**src/rtl/serial_addsub_demux.sv**
```systemverilog
// Bit-serial WIDTH-bit adder/subtractor, one demux-decoded slice per clock.
// Optional signed-overflow output enabled by SERIAL_ADDSUB_OVF_EN.
module serial_addsub_demux #(
  parameter int WIDTH = 8
) (
  input  logic             clk,
  input  logic             rst,
  input  logic             start,
  input  logic             mode,
  input  logic [WIDTH-1:0] a,
  input  logic [WIDTH-1:0] b,
  output logic             busy,
  output logic             done,
  output logic [WIDTH-1:0] result,
  output logic             cout
`ifdef SERIAL_ADDSUB_OVF_EN
  ,
  output logic             ovf
`endif
);

  localparam int CW = (WIDTH > 1) ? $clog2(WIDTH) : 1;

  typedef enum logic [1:0] {
    S_IDLE,
    S_RUN,
    S_DONE
  } state_t;

  state_t           state_q, state_d;
  logic [WIDTH-1:0] a_sh_q, a_sh_d;
  logic [WIDTH-1:0] b_sh_q, b_sh_d;
  logic [WIDTH-1:0] res_q, res_d;
  logic [CW-1:0]    cnt_q, cnt_d;
  logic             mode_q, mode_d;
  logic             cy_q, cy_d;
  logic             cout_q, cout_d;
`ifdef SERIAL_ADDSUB_OVF_EN
  logic             ovf_q, ovf_d;
`endif

  logic [2:0] sel;
  logic [7:0] y;
  logic       bit_o;
  logic       cy_nx;
  logic       last;

  // 1x8 demux with data tied high; sum/diff and carry/borrow are OR-taps
  always_comb begin
    sel   = {a_sh_q[0], b_sh_q[0], cy_q};
    y     = 8'd1 << sel;
    bit_o = y[1] | y[2] | y[4] | y[7];
    cy_nx = mode_q ? (y[1] | y[2] | y[3] | y[7])
                   : (y[3] | y[5] | y[6] | y[7]);
    last  = (cnt_q == CW'(WIDTH - 1));
  end

  always_comb begin
    state_d = state_q;
    a_sh_d  = a_sh_q;
    b_sh_d  = b_sh_q;
    res_d   = res_q;
    cnt_d   = cnt_q;
    mode_d  = mode_q;
    cy_d    = cy_q;
    cout_d  = cout_q;
`ifdef SERIAL_ADDSUB_OVF_EN
    ovf_d   = ovf_q;
`endif
    unique case (state_q)
      S_IDLE: begin
        if (start) begin
          a_sh_d  = a;
          b_sh_d  = b;
          mode_d  = mode;
          cy_d    = 1'b0;
          cnt_d   = '0;
          res_d   = '0;
          cout_d  = 1'b0;
`ifdef SERIAL_ADDSUB_OVF_EN
          ovf_d   = 1'b0;
`endif
          state_d = S_RUN;
        end
      end
      S_RUN: begin
        a_sh_d = a_sh_q >> 1;
        b_sh_d = b_sh_q >> 1;
        res_d  = {bit_o, res_q[WIDTH-1:1]};
        cy_d   = cy_nx;
        cnt_d  = cnt_q + CW'(1);
        if (last) begin
          cout_d  = cy_nx;
`ifdef SERIAL_ADDSUB_OVF_EN
          // cy_q is the carry into the MSB slice here
          ovf_d   = cy_q ^ cy_nx;
`endif
          state_d = S_DONE;
        end
      end
      S_DONE: begin
        state_d = S_IDLE;
      end
      default: begin
        state_d = S_IDLE;
      end
    endcase
  end

  always_ff @(posedge clk) begin
    if (rst) begin
      state_q <= S_IDLE;
      a_sh_q  <= '0;
      b_sh_q  <= '0;
      res_q   <= '0;
      cnt_q   <= '0;
      mode_q  <= 1'b0;
      cy_q    <= 1'b0;
      cout_q  <= 1'b0;
`ifdef SERIAL_ADDSUB_OVF_EN
      ovf_q   <= 1'b0;
`endif
    end else begin
      state_q <= state_d;
      a_sh_q  <= a_sh_d;
      b_sh_q  <= b_sh_d;
      res_q   <= res_d;
      cnt_q   <= cnt_d;
      mode_q  <= mode_d;
      cy_q    <= cy_d;
      cout_q  <= cout_d;
`ifdef SERIAL_ADDSUB_OVF_EN
      ovf_q   <= ovf_d;
`endif
    end
  end

  assign busy   = (state_q == S_RUN);
  assign done   = (state_q == S_DONE);
  assign result = res_q;
  assign cout   = cout_q;
`ifdef SERIAL_ADDSUB_OVF_EN
  assign ovf    = ovf_q;
`endif

endmodule

```
**config.mk**
```make
export PLATFORM = sky130hd
export DESIGN_NAME = serial_addsub_demux
export DESIGN_NICKNAME = d
export VERILOG_FILES = /design/src/rtl/serial_addsub_demux.sv
export SDC_FILE = /design/constraint.sdc
export NUM_CORES = 1
export LEC_CHECK = 0
export ABC_AREA = 1
export CAP_MARGIN = 20
export CORE_UTILIZATION = 50
export DETAILED_ROUTE_END_ITERATION = 6
export GPL_TIMING_DRIVEN = 0
export MAX_ROUTING_LAYER = met4
export PLACE_DENSITY = 0.86
export SETUP_SLACK_MARGIN = 0.05
export SKIP_CTS_REPAIR_TIMING = 1
export SYNTH_ARGS = -nofsm -noshare
export SYNTH_HDL_FRONTEND = slang
export SYNTH_SLANG_ARGS = --single-unit
```
**constraint.sdc**
```tcl
create_clock -name clk -period 1.3 [get_ports clk]
set_input_delay 0.26 -clock clk [delete_from_list [all_inputs] [get_ports clk]]
set_output_delay 0.26 -clock clk [all_outputs]
set_load 0.1 [all_outputs]
```
== Yosys cells after proc, flatten, opt, wreduce, memory -nomap -nowiden ==
Cells that the tools add are included.

* Output and inout port bits: 11
* Input port bits: 20
* Register bits after elaboration: 32
* Logic and storage cells: 45

* Bitwise logic cells: 8
* Shift operators: 1
* Mux-type cells: 16
* Reductions and logical operators: 6
* $add $sub $neg: 1
* Equal/unequal tests: 5

{| class="wikitable"
|+ Operators with widths
! operator !! count
|-
| $pmux W8 S2 || 3
|-
| $mux W8 || 3
|-
| $or A1 B1 Y1 || 8
|-
| $shl A1 B3 Y8 const A || 1
|-
| $pmux W3 S2 || 1
|-
| $reduce_and A2 Y1 || 3
|-
| $mux W2 || 2
|-
| $pmux W1 S2 || 2
|-
| $pmux W2 S2 || 1
|-
| $add A3 B1 Y3 const B || 1
|-
| $eq A3 B3 Y1 const B || 1
|-
| $mux W1 || 3
|-
| $mux W3 || 1
|-
| $reduce_and A3 Y1 || 1
|-
| $eq A2 B1 Y1 const B || 1
|-
| $eq A2 B2 Y1 const B || 1
|-
| $logic_not A2 Y1 || 1
|-
| $ne A2 B1 Y1 const B || 1
|-
| $ne A2 B2 Y1 const B || 1
|-
| $reduce_bool A2 Y1 || 1
|}

== Longest topological paths before layout ==
* Depth in word-level cells: 7
* Depth in mapped cells: 8

== Worst setup path before layout ==
OpenSTA, ideal clock, no wires.

* Kind: reg-to-output
* Start: reg state_q[1]
* End: out done
* Path slack: -0.625 ns
* Cell stages (with the launch flop): 3
* Data required time: 1.040 ns
* Arrival: 1.665 ns
* Cell sequence: dfxtp_1 -> inv_1 -> nor2_1

* Word-level cells in the longest chain between the ends: 1

{| class="wikitable"
|+ RTL lines
! what !! RTL line !! RTL
|-
| start: declaration || 30 || <nowiki>state_t state_q, state_d;</nowiki>
|-
| start signal: assignment || 124 || <nowiki>state_q <= state_d;</nowiki>
|-
| $eq A2 B2 Y1 || 139 || <nowiki>assign done = (state_q == S_DONE);</nowiki>
|-
| end: declaration || 13 || <nowiki>output logic done,</nowiki>
|}

Every way passes these cells.

== Final worst setup path ==
* Start: reg state_q[1]
* End: out busy

* Word-level cells in the longest chain between the ends: 1

{| class="wikitable"
|+ RTL lines
! what !! RTL line !! RTL
|-
| $eq A2 B1 Y1 || 138 || <nowiki>assign busy = (state_q == S_RUN);</nowiki>
|-
| end: declaration || 12 || <nowiki>output logic busy,</nowiki>
|}

Every way passes these cells.

==> out/qor.log <==
qor: run_status.result_of_the_run finished, violations left
qor: run_status.failed_checks negative setup slack
qor: global_routing.grt_start_max_net_pins 11
qor: sta.period_minus_slack 1446 ps
qor: logic_synthesis.yosys.area_share.xor_xnor 0%
qor: place.pre_cts_ws -993.9 ps
qor: logic_synthesis.yosys_warnings 0
qor: sta.post-route-worst-setup-slack -146.3 ps
qor: logic_synthesis.synth_area_in_simple_gates 33.11%
qor: sta.timing.final.max_slew_violations 0
qor: logic_synthesis.synth_compound_area_share 13.14%
qor: hold_path.min-delay-path-class input pin to flop
qor: routing.drt_drc_violations_left 0
qor: routing.top_routing_layer_in_use met4
qor: routing.drt-wirelength-per-cell 12.09 um
qor: global_routing.grt.overflow.total 0
qor: logic_synthesis.synth_top_area_share 43.69%
qor: setup_path.cpPeakStageDelay 380 ps
qor: routing.routed-wl-met2 1713 um
qor: setup_path.crit_path_cell_trace inv_6 -> nand2_8 -> clkinv_8 -> buf_8 -> buf_12
qor: routing.finalWirelength 3482 um
qor: routing.wirelength_met1 1557 um
qor: setup_path.cp_slowest_cell dfxtp_4
qor: logic_synthesis.avgSynthCellArea 7.118 um2
qor: setup_path.critPathRequiredTime 1040 ps
qor: sta.timing.final.setup_violations 15
qor: global_routing.gr-usage-all-layers 20.59%
qor: logic_synthesis.syn_area 0.001466 mm2
qor: run.drv.max_cap_violation_count 0
qor: floorplan.core_area 0.002758 mm2
qor: sta.tightestPinTransition 628.1 ps
qor: routing.vias_per_cell 4.896
qor: setup_path.worst_setup_path_type flop to output pin
qor: global_routing.number_of_antenna_violations_at_the_first_check_in_global_routing 0
qor: routing.detailroute.wirelength.met3 155 um
qor: cts.cts_tree built
qor: routing.drt_pre_antenna_iters 4
qor: place.port_buffers 29
qor: finish.area.growth.synth_to_final 45.31%
qor: cts.cell_at_the_root_of_the_clock_tree clkbuf_4
qor: routing.drtIter0Drc 50
qor: sta.report.final.hold_viol_count 0
qor: logic_synthesis.synth-async-reset-ratio 0%
qor: place.gpl.final_weighted_congestion 0.8104
qor: floorplan.initial_core_utilization 53.18%
qor: logic_synthesis.synth.ff_latch_count 32
qor: global_routing.vias_in_the_first_global_route 1211
qor: finish.layout.area.seq 656.9 um2
qor: logic_synthesis.multiplexer_area_fraction_after_synthesis 0%
qor: finish.antenna_cells_inserted 0
qor: pwr.power_density_over_cell_area 1058 mW/mm2
qor: sta.setup_tns -452.3 ps
qor: finish.finalCoreUtilization 77.27%
qor: logic_synthesis.synth_fp_nets 228
qor: finish.multiInputGateArea 778.2 um2
qor: cts.clkTransAtPathRegs 100 ps
qor: setup_path.setup.worst_path.end_class output pin
qor: routing.via_total_after_detailed_routing 1410
qor: logic_synthesis.synth_enable_flop_cells 0
qor: setup_path.start_kind flop
qor: cts.htree_levels 2
qor: floorplan.die_width 56.16 um
qor: place.detailed_place_hpwl 2024 um
qor: logic_synthesis.synth_adder_area_share 1.706%
qor: logic_synthesis.ys_dominant_reg_cell dfxtp_1
qor: finish.final_cell_area 0.002131 mm2
qor: logic_synthesis.synth_sequential_area_ratio 43.69%
qor: pwr.power.static_leakage 0.9327 nW
qor: floorplan.floorplan.die.height 56.16 um
qor: setup_path.critPathArrivalTime 1190 ps
qor: sta.final_min_period_over_clock_period 111.3%
qor: logic_synthesis.synth.cells.most_frequent nand2_1 (72), dfxtp_1 (32), nor2_1 (30)
qor: sta.rsz0062_at_grt yes
qor: global_routing.wire_length_of_the_first_global_routing_pass 4988 um
qor: logic_synthesis.netlist-cell-type-count 20
qor: cts.cts_max_path_buffers 2
qor: floorplan.rows 19
qor: setup_path.cp_max_fo 5
qor: logic_synthesis.yosysMostFrequentCell nand2_1
qor: logic_synthesis.synth_top_family_by_area simple AND/OR/NAND/NOR gates
qor: sta.fmax 691.4 MHz
qor: sta.skew 6.528 ps
qor: cts.numCtsBuffers 5
qor: floorplan.floorplan.io_pins 31
qor: logic_synthesis.netlist.top_cell.by_area dfxtp_1
qor: logic_synthesis.synth.area.top_cells dfxtp_1 (44%), nand2_1 (18%), nor2_1 (7.7%)
qor: cts.worst_skew_pair.late_latency 340 ps
qor: sta.worst_slew_margin_rel 58.12%
qor: place.dpl_cell_area 0.001814 mm2
qor: cts.number_of_sinks_driven_by_the_clock_tree 32
qor: finish.fillCellCount 185
qor: finish.net_count_final 278
qor: floorplan.design.die.area 0.003153 mm2
qor: routing.antenna_left 0
qor: pwr.max-vdd-ir-drop 1095 uV
qor: logic_synthesis.syn_inst 206
qor: finish.layout-drive-gt1-share 31.52%
==> power by group <==
| part | switching [W] | internal, W | total, W |
|---|---|---|---|
| combinational | 0.000308 | 0.000265 | 0.000573 |
| clock | 0.000332 | 0.000267 | 0.000598 |
| sequential | 0.0000395 | 0.00104 | 0.00108 |
| total | 0.000679 | 0.00157 | 0.00225 |
==> area by class of cell <==
type / count / area share (%)
buffer: 9 / 4.287
clock buffer: 8 / 2.760
inverter: 12 / 3.288
multi-input combinational: 153 / 36.52
sequential: 32 / 30.83
tap: 31 / 1.820
timing repair buffer: 43 / 20.49
==> logic make-up after synthesis <==
logic type	after synthesis
AND/OR/NAND/NOR	117
buffers and inverters	21
adder cells (fa/ha/maj)	2
flip-flops	32
AO/OA/AOI/OAI	34
==> flip-flops by register name, summed over array words and instances, names as in the netlist <==
name and count:
mode_q 1, a_sh_q 8, cy_q 1, result 8, b_sh_q 8, cout 1, cnt_q 3, state_q 2
==> final timing paths <==
| path | startpoint | endpoint | slack [ps] | cells past startpoint |
|---|---|---|---|---|
| worst max register to register | state_q[0]$_SDFFE_PP0P_ | a_sh_q[1]$_SDFFE_PP0P_ | -60 | 8 |
| worst min-delay path | rst | result[3]$_SDFFE_PP0P_ | 190 | 2 |
| worst min register to register | cnt_q[0]$_SDFFE_PP0P_ | cnt_q[0]$_SDFFE_PP0P_ | 440 | 1 |
| worst max-delay path | state_q[1]$_SDFFE_PP0P_ | busy | -150 | 5 |
==> layout by cell type, fill, tap and decap left out <==
cell,netlist,final
inv_6,1,1
buf_2,2,2
dfxtp_2,0,7
nor2_2,1,12
clkbuf_4,0,5
nand2_2,6,6
dfxtp_1,32,23
nand3_1,5,5
dfxtp_4,0,2
nor2_1,30,15
buf_12,0,4
nand2_8,0,2
clkbuf_1,1,3
nand2_1,72,72
inv_8,0,1
nand2_4,3,1
buf_8,1,1
buf_6,2,8
buf_1,1,1
clkinv_8,0,1
inv_1,10,9
ha_1,2,2
clkbuf_8,0,1
nor2_4,0,4
clkdlybuf4s50_1,0,18
clkbuf_16,0,1
buf_4,2,16
o21ai_0,16,16
a21oi_2,6,6
a21oi_1,12,12
==> metal layers <==
metal / vias up / GRT usage (%)
li1: 746 / -
met2: 30 / 31.29
met4: 0 / 8.362
met3: 6 / 4.884
met1: 628 / 26.38
met5: - / -
==> stage by stage <==
| stage | hold WS (ps) | power, W | std cells |
|---|---|---|---|
| 2_1_floorplan | 418.8 | 0.001402 | 206 |
| 3_3_place_gp | 447.3 | 0.001523 | 266 |
| 3_5_place_dp | 454.8 | 0.001528 | 266 |
| 4_1_cts | 182.7 | 0.002101 | 274 |
| 5_1_grt | 183.2 | 0.002348 | 288 |
| 6_report | 187.3 | 0.002254 | 288 |
==> critical path, delay by kind of cell, from the launching register on <==
family	cells	cell delay (ps)
simple gates	1	80
buf+inv	4	390
flops	1	380
(Power assumes the default switching activity.)
